[src/rtl/rx_header_sync_if.sv]
// Stream bundle for rx_header_sync: I/Q samples in, demapped payload symbols out, plus status.
// The master modport is the environment side; the slave modport is the synchronizer side.
interface rx_header_sync_if #(
  parameter int DATA_W = 12
) ();
  logic              in_valid;
  logic [DATA_W-1:0] in_i;
  logic [DATA_W-1:0] in_q;
  logic              in_ready;
  logic              out_valid;
  logic [1:0]        out_data;
  logic              out_last;
  logic              out_ready;
  logic              locked;
  logic [15:0]       frame_cnt;
  logic [15:0]       hdr_err_cnt;

  modport master (
    output in_valid, in_i, in_q, out_ready,
    input  in_ready, out_valid, out_data, out_last, locked, frame_cnt, hdr_err_cnt
  );

  modport slave (
    input  in_valid, in_i, in_q, out_ready,
    output in_ready, out_valid, out_data, out_last, locked, frame_cnt, hdr_err_cnt
  );
endinterface

[src/rtl/rx_header_sync.sv]
// QPSK header search, then header strip and streaming of a fixed-length payload.
// Latency: lock 1 cycle after the matching symbol; each payload symbol appears 1 cycle after acceptance.
// Backpressure: always ready while searching; in payload, ready = out_ready | ~out_valid. RX_SYNC_STATS_EN adds counters.
module rx_header_sync #(
  parameter int                        DATA_W         = 12,
  parameter int                        HEADER_LEN     = 16,
  parameter logic [2*HEADER_LEN-1:0]   HEADER_PATTERN = 32'hF35A_0C96,
  parameter int                        PAYLOAD_LEN    = 256,
  parameter int                        MAX_ERR        = 1
) (
  input  logic              clk,
  input  logic              rst_n,
  rx_header_sync_if.slave   bus
);

  localparam int SR_W = 2 * HEADER_LEN;
  localparam int FW   = $clog2(HEADER_LEN + 1);
  localparam int PW   = $clog2(PAYLOAD_LEN);

  localparam logic [FW-1:0] FILL_FULL = FW'(HEADER_LEN);
  localparam logic [FW-1:0] FILL_MIN  = FW'(HEADER_LEN - 1);
  localparam logic [FW-1:0] ERR_MAX   = FW'(MAX_ERR);
  localparam logic [PW-1:0] LAST_IDX  = PW'(PAYLOAD_LEN - 1);

  typedef enum logic {
    SEARCH  = 1'b0,
    PAYLOAD = 1'b1
  } state_t;

  state_t            state;
  logic [SR_W-1:0]   shreg;
  logic [FW-1:0]     fill;
  logic [PW-1:0]     pcnt;
  logic              out_valid_q;
  logic [1:0]        out_data_q;
  logic              out_last_q;
  logic              locked_q;

  logic [1:0]        sym;
  logic [SR_W-1:0]   cand;
  logic [FW-1:0]     n_err;
  logic              in_acc;
  logic              out_acc;
  logic              match;
  logic              last_in;

  function automatic logic [FW-1:0] count_err(input logic [SR_W-1:0] c);
    logic [FW-1:0] n;
    n = '0;
    for (int k = 0; k < HEADER_LEN; k++) begin
      if (c[2*k +: 2] != HEADER_PATTERN[2*k +: 2]) n = n + FW'(1);
    end
    return n;
  endfunction

  assign bus.in_ready = (state == SEARCH) | bus.out_ready | ~out_valid_q;

  always_comb begin
    sym     = {bus.in_i[DATA_W-1], bus.in_q[DATA_W-1]};
    cand    = {shreg[SR_W-3:0], sym};
    n_err   = count_err(cand);
    in_acc  = bus.in_valid & bus.in_ready;
    out_acc = out_valid_q & bus.out_ready;
    // Fill guard keeps stale reset zeros in the register from completing a header.
    match   = in_acc && (state == SEARCH) && (fill >= FILL_MIN) && (n_err <= ERR_MAX);
    last_in = (pcnt == LAST_IDX);
  end

  always_ff @(posedge clk or negedge rst_n) begin
    if (!rst_n) begin
      state       <= SEARCH;
      shreg       <= '0;
      fill        <= '0;
      pcnt        <= '0;
      out_valid_q <= 1'b0;
      out_data_q  <= 2'b00;
      out_last_q  <= 1'b0;
      locked_q    <= 1'b0;
    end else begin
      if (out_acc) begin
        out_valid_q <= 1'b0;
        out_last_q  <= 1'b0;
      end
      case (state)
        SEARCH: begin
          if (in_acc) begin
            if (match) begin
              state    <= PAYLOAD;
              locked_q <= 1'b1;
              shreg    <= '0;
              fill     <= '0;
              pcnt     <= '0;
            end else begin
              shreg <= cand;
              if (fill != FILL_FULL) fill <= fill + FW'(1);
            end
          end
        end
        PAYLOAD: begin
          // A load in the same cycle as a drain overrides the clear above.
          if (in_acc) begin
            out_data_q  <= sym;
            out_valid_q <= 1'b1;
            out_last_q  <= last_in;
            if (last_in) begin
              state    <= SEARCH;
              locked_q <= 1'b0;
              pcnt     <= '0;
            end else begin
              pcnt <= pcnt + PW'(1);
            end
          end
        end
        default: state <= SEARCH;
      endcase
    end
  end

  assign bus.out_valid = out_valid_q;
  assign bus.out_data  = out_data_q;
  assign bus.out_last  = out_last_q;
  assign bus.locked    = locked_q;

`ifdef RX_SYNC_STATS_EN
  logic [15:0] frame_q;
  logic [15:0] hdr_err_q;

  always_ff @(posedge clk or negedge rst_n) begin
    if (!rst_n) begin
      frame_q   <= '0;
      hdr_err_q <= '0;
    end else begin
      if (out_acc && out_last_q) frame_q <= frame_q + 16'd1;
      if (match && (n_err != '0)) hdr_err_q <= hdr_err_q + 16'd1;
    end
  end

  assign bus.frame_cnt   = frame_q;
  assign bus.hdr_err_cnt = hdr_err_q;
`else
  assign bus.frame_cnt   = '0;
  assign bus.hdr_err_cnt = '0;
`endif

endmodule

[src/flat_wrapper.sv]
// flat-port wrapper written by rule: the top's interface ports become plain ports
module rx_header_sync_flat 
#(
  parameter int                        DATA_W         = 12,
  parameter int                        HEADER_LEN     = 16,
  parameter logic [2*HEADER_LEN-1:0]   HEADER_PATTERN = 32'hF35A_0C96,
  parameter int                        PAYLOAD_LEN    = 256,
  parameter int                        MAX_ERR        = 1
)
  (clk, rst_n, bus_in_valid, bus_in_i, bus_in_q, bus_out_ready, bus_in_ready, bus_out_valid, bus_out_data, bus_out_last, bus_locked, bus_frame_cnt, bus_hdr_err_cnt);
  rx_header_sync_if #(.DATA_W(DATA_W)) bus_i ();
  input  logic clk;
  input  logic rst_n;
  input wire logic [$bits(bus_i.in_valid)-1:0] bus_in_valid;
  input wire logic [$bits(bus_i.in_i)-1:0] bus_in_i;
  input wire logic [$bits(bus_i.in_q)-1:0] bus_in_q;
  input wire logic [$bits(bus_i.out_ready)-1:0] bus_out_ready;
  output wire logic [$bits(bus_i.in_ready)-1:0] bus_in_ready;
  output wire logic [$bits(bus_i.out_valid)-1:0] bus_out_valid;
  output wire logic [$bits(bus_i.out_data)-1:0] bus_out_data;
  output wire logic [$bits(bus_i.out_last)-1:0] bus_out_last;
  output wire logic [$bits(bus_i.locked)-1:0] bus_locked;
  output wire logic [$bits(bus_i.frame_cnt)-1:0] bus_frame_cnt;
  output wire logic [$bits(bus_i.hdr_err_cnt)-1:0] bus_hdr_err_cnt;
  assign bus_i.in_valid = bus_in_valid;
  assign bus_i.in_i = bus_in_i;
  assign bus_i.in_q = bus_in_q;
  assign bus_i.out_ready = bus_out_ready;
  assign bus_in_ready = bus_i.in_ready;
  assign bus_out_valid = bus_i.out_valid;
  assign bus_out_data = bus_i.out_data;
  assign bus_out_last = bus_i.out_last;
  assign bus_locked = bus_i.locked;
  assign bus_frame_cnt = bus_i.frame_cnt;
  assign bus_hdr_err_cnt = bus_i.hdr_err_cnt;
  rx_header_sync #(.DATA_W(DATA_W), .HEADER_LEN(HEADER_LEN), .HEADER_PATTERN(HEADER_PATTERN), .PAYLOAD_LEN(PAYLOAD_LEN), .MAX_ERR(MAX_ERR)) u_core (.clk(clk), .rst_n(rst_n), .bus(bus_i));
endmodule
[config.mk]
export PLATFORM = sky130hd
export DESIGN_NAME = rx_header_sync_flat
export DESIGN_NICKNAME = d
export VERILOG_FILES = /design/src/rtl/rx_header_sync_if.sv /design/src/rtl/rx_header_sync.sv /design/src/flat_wrapper.sv
export SDC_FILE = /design/constraint.sdc
export NUM_CORES = 1
export LEC_CHECK = 0
export CORE_MARGIN = 5
export CORE_UTILIZATION = 55
export DETAILED_ROUTE_END_ITERATION = 8
export MAX_ROUTING_LAYER = met4
export PLACE_DENSITY = 0.84
export SYNTH_ARGS = -nofsm -noshare
export SYNTH_HDL_FRONTEND = slang
export SYNTH_SLANG_ARGS = --single-unit
[constraint.sdc]
create_clock -name clk -period 16 [get_ports clk]
set_input_delay 3.2 -clock clk [delete_from_list [all_inputs] [get_ports clk]]
set_output_delay 3.2 -clock clk [all_outputs]
set_load 0.01 [all_outputs]
==> impl_results.md <==
- Outcome: completed
- IO Count: 66
- Setup crit end kind: register
- # port buffers: 11
- Synth top area share: 0.269
- Core area: 0.00813 mm^2
- Routed WL: 9440 um
- Clk Latency, worst-skew pair: 0.30 ns
- Post-Syn Area per Cell: 7.91 um^2
- Vias in the first global route: 3,690
- Cts bufs inserted: 5
- Place WS: 2.50 ns
- Flop and latch count out of synthesis: 49
- Initial Util: 0.561
- Largest net degree at the start of global routing: 50
- TritonCTS clock tree: done
- Die height: 101 um
- Slowest CP cell: a221oi_1
- Max-slew violations: 0
- Synth top area cells: dfrtp_1, nand2_1, xnor2_1
- Final Cycle Share: 0.831
- Crit Path Class: in2reg
- Vias per cell: 5.86
- Sequential area share after synthesis: 0.269
- Detailed placement HPWL: 7090 um
- Clk_skew: 0.00600 ns
- Synth cell count leaders: nand2_1, dfrtp_1, o21ai_1
- Drt pass-1 iters: 5
- Wirelength per Cell: 13.9 um
- Post-synth ARST share: 1.00
- Most used cell, CP: ha_1
- Post-CTS setup buffers: 0
- Achievable clock frequency: 75.3 MHz
- Most frequent cell after synthesis: nand2_1
- Clk buf depth: 2
- Remaining antenna violation count after routing: 0
- First-pass GRT wire length: 16,400 um
- YS warnings: 0
- # fillers: 711
- GRT overflow: 0
- Nets: 616
- CP Data Required Time: 16.18 ns
- Initial antenna violation count: 0
- Area grow syn2layout: 3.13%
- MaxCap Viol Count: 0
- Synth Flop Type: dfrtp_1
- Critical Path AT: 13.47 ns
- Htree depth: 2
- Final Hold Viols: 0
- Diodes inserted: 0
- Die ar.: 0.0102 mm^2
- Clk pin slew, worst setup/hold paths: 0.08 ns
- Distinct cells, synth: 82
- RSZ-0062 raised after global routing: no
- Syn Inst Count: 577
- Synthesized area: 0.00456 mm^2
- EDFF count, synth: 0
- Fin crit period: 13.29 ns
- Post-CTS Resized: 0
- Die Width: 101 um
- DR vias: 3,968
- Worst-Margin Slew: 1.06 ns
- Crit-path max FO: 30
- Final WS setup: 2.71 ns
- Total GRT Usage: 0.194
- Startpoint types: input port
- Row count: 33
- GPL Wtd Cong: 0.904
- Ratio of cells with drive above 1 in the final layout: 0.0787
- Finish-stage setup viols: 0
- First DRT Iteration DRCs: 275
- Worst hold path class: reg2reg
- Setup TNS: 0 ns
- CTS Hold Buffers Added: 0
- Rel. slew slack: 0.285
- # DRC: 0
- Slowest stage delay, CP: 0.62 ns
- Root Buffer: clkbuf_8
- CTS sink cnt: 49
- Synth area leader: dfrtp_1
-- layout make-up --
| class | instances | area, um^2 | share of cell area |
|---|---|---|---|
| repair buffers | 14 | 128 | 0.0271 |
| flip-flops and latches | 49 | 1230 | 0.261 |
| clock buffers | 7 | 86.3 | 0.0184 |
| well taps | 105 | 131 | 0.0279 |
| multi-input cells | 488 | 3050 | 0.649 |
| inverters | 13 | 51.3 | 0.0109 |
| clock inverters | 1 | 30.0 | 0.00638 |
-- registers in the layout, summed over array words and instances, names as in the netlist --
name,cells
u_core.pcnt,8
u_core.bus.out_valid,1
u_core.bus.locked,1
u_core.bus.out_data,2
u_core.shreg,30
u_core.fill,5
u_core.state,1
u_core.bus.out_last,1
-- worst paths after layout --
| kind | from | end | slack, ns | cells after the start |
|---|---|---|---|---|
| min | u_core.bus.locked$_DFFE_PN0P_ | u_core.bus.locked$_DFFE_PN0P_ | 0.49 | 1 |
| max reg2reg | u_core.shreg[0]$_DFFE_PN0P_ | u_core.shreg[0]$_DFFE_PN0P_ | 5.73 | 45 |
| max in group asynchronous | rst_n | u_core.shreg[5]$_DFFE_PN0P_ | 12.26 | 1 |
| min in group asynchronous | rst_n | u_core.pcnt[4]$_DFFE_PN0P_ | 3.09 | 1 |
| max | bus_in_i[11] | u_core.shreg[0]$_DFFE_PN0P_ | 2.71 | 46 |
| min reg2reg | u_core.bus.locked$_DFFE_PN0P_ | u_core.bus.locked$_DFFE_PN0P_ | 0.49 | 1 |
-- cell usage in the layout (no fill, tap or decap), drive strengths merged, types with 8 or more instances in the layout --
master         netlist  layout
o21ai               58      58
xnor2               37      37
clkdlybuf4s50        0      10
nor2b                9       9
inv                 13      13
a21oi               13      13
nand3               19      19
and3                11      11
nor3                12      12
nor4                10      10
nor2                37      37
xor2                 8       8
conb                 1      32
nand2b              10      10
ha                  17      17
dfrtp               49      49
nand2              112     112
-- cells by family (layout without fill, tap and decap cells) --
family	count (synthesis)	after routing	share of synthesized area
flops	49	49	0.269
buf+inv	71	35	0.0889
other cells	1	32	0.000822
xor+xnor	47	47	0.113
mux	3	3	0.00713
simple gates	260	260	0.285
fa+ha+maj	20	20	0.0532
compound gates	126	126	0.183
-- stage by stage --
stage / std cells / util / area (um^2) / hold slack (ns)
6_report: 677 / 0.578 / 4700 / 0.493
5_1_grt: 677 / 0.578 / 4700 / 0.527
4_1_cts: 677 / 0.578 / 4700 / 0.492
3_5_place_dp: 669 / 0.564 / 4590 / 0.468
3_3_place_gp: 669 / 0.564 / 4590 / 0.463
2_1_floorplan: 608 / - / 4680 / 0.469
-- routing by layer --
metal	up-vias	track usage	share of wire
met4	0	0.0460	0.0093
met2	125	0.320	0.49
met3	14	0.0277	0.052
li1	1949	-	-
met5	-	-	0
met1	1880	0.253	0.45
-- critical path, delay by kind of cell --
kind,cells,cell delay [ns]
xor+xnor,5,1.04
fa+ha+maj,7,1.94
compound gates,18,3.30
simple gates,12,2.80
buf+inv,3,1.01
mux,1,0.17
Power is left out: the tool's default activity adds up to more than one toggle a clock period on the data nets, which glitch-free logic cannot reach.
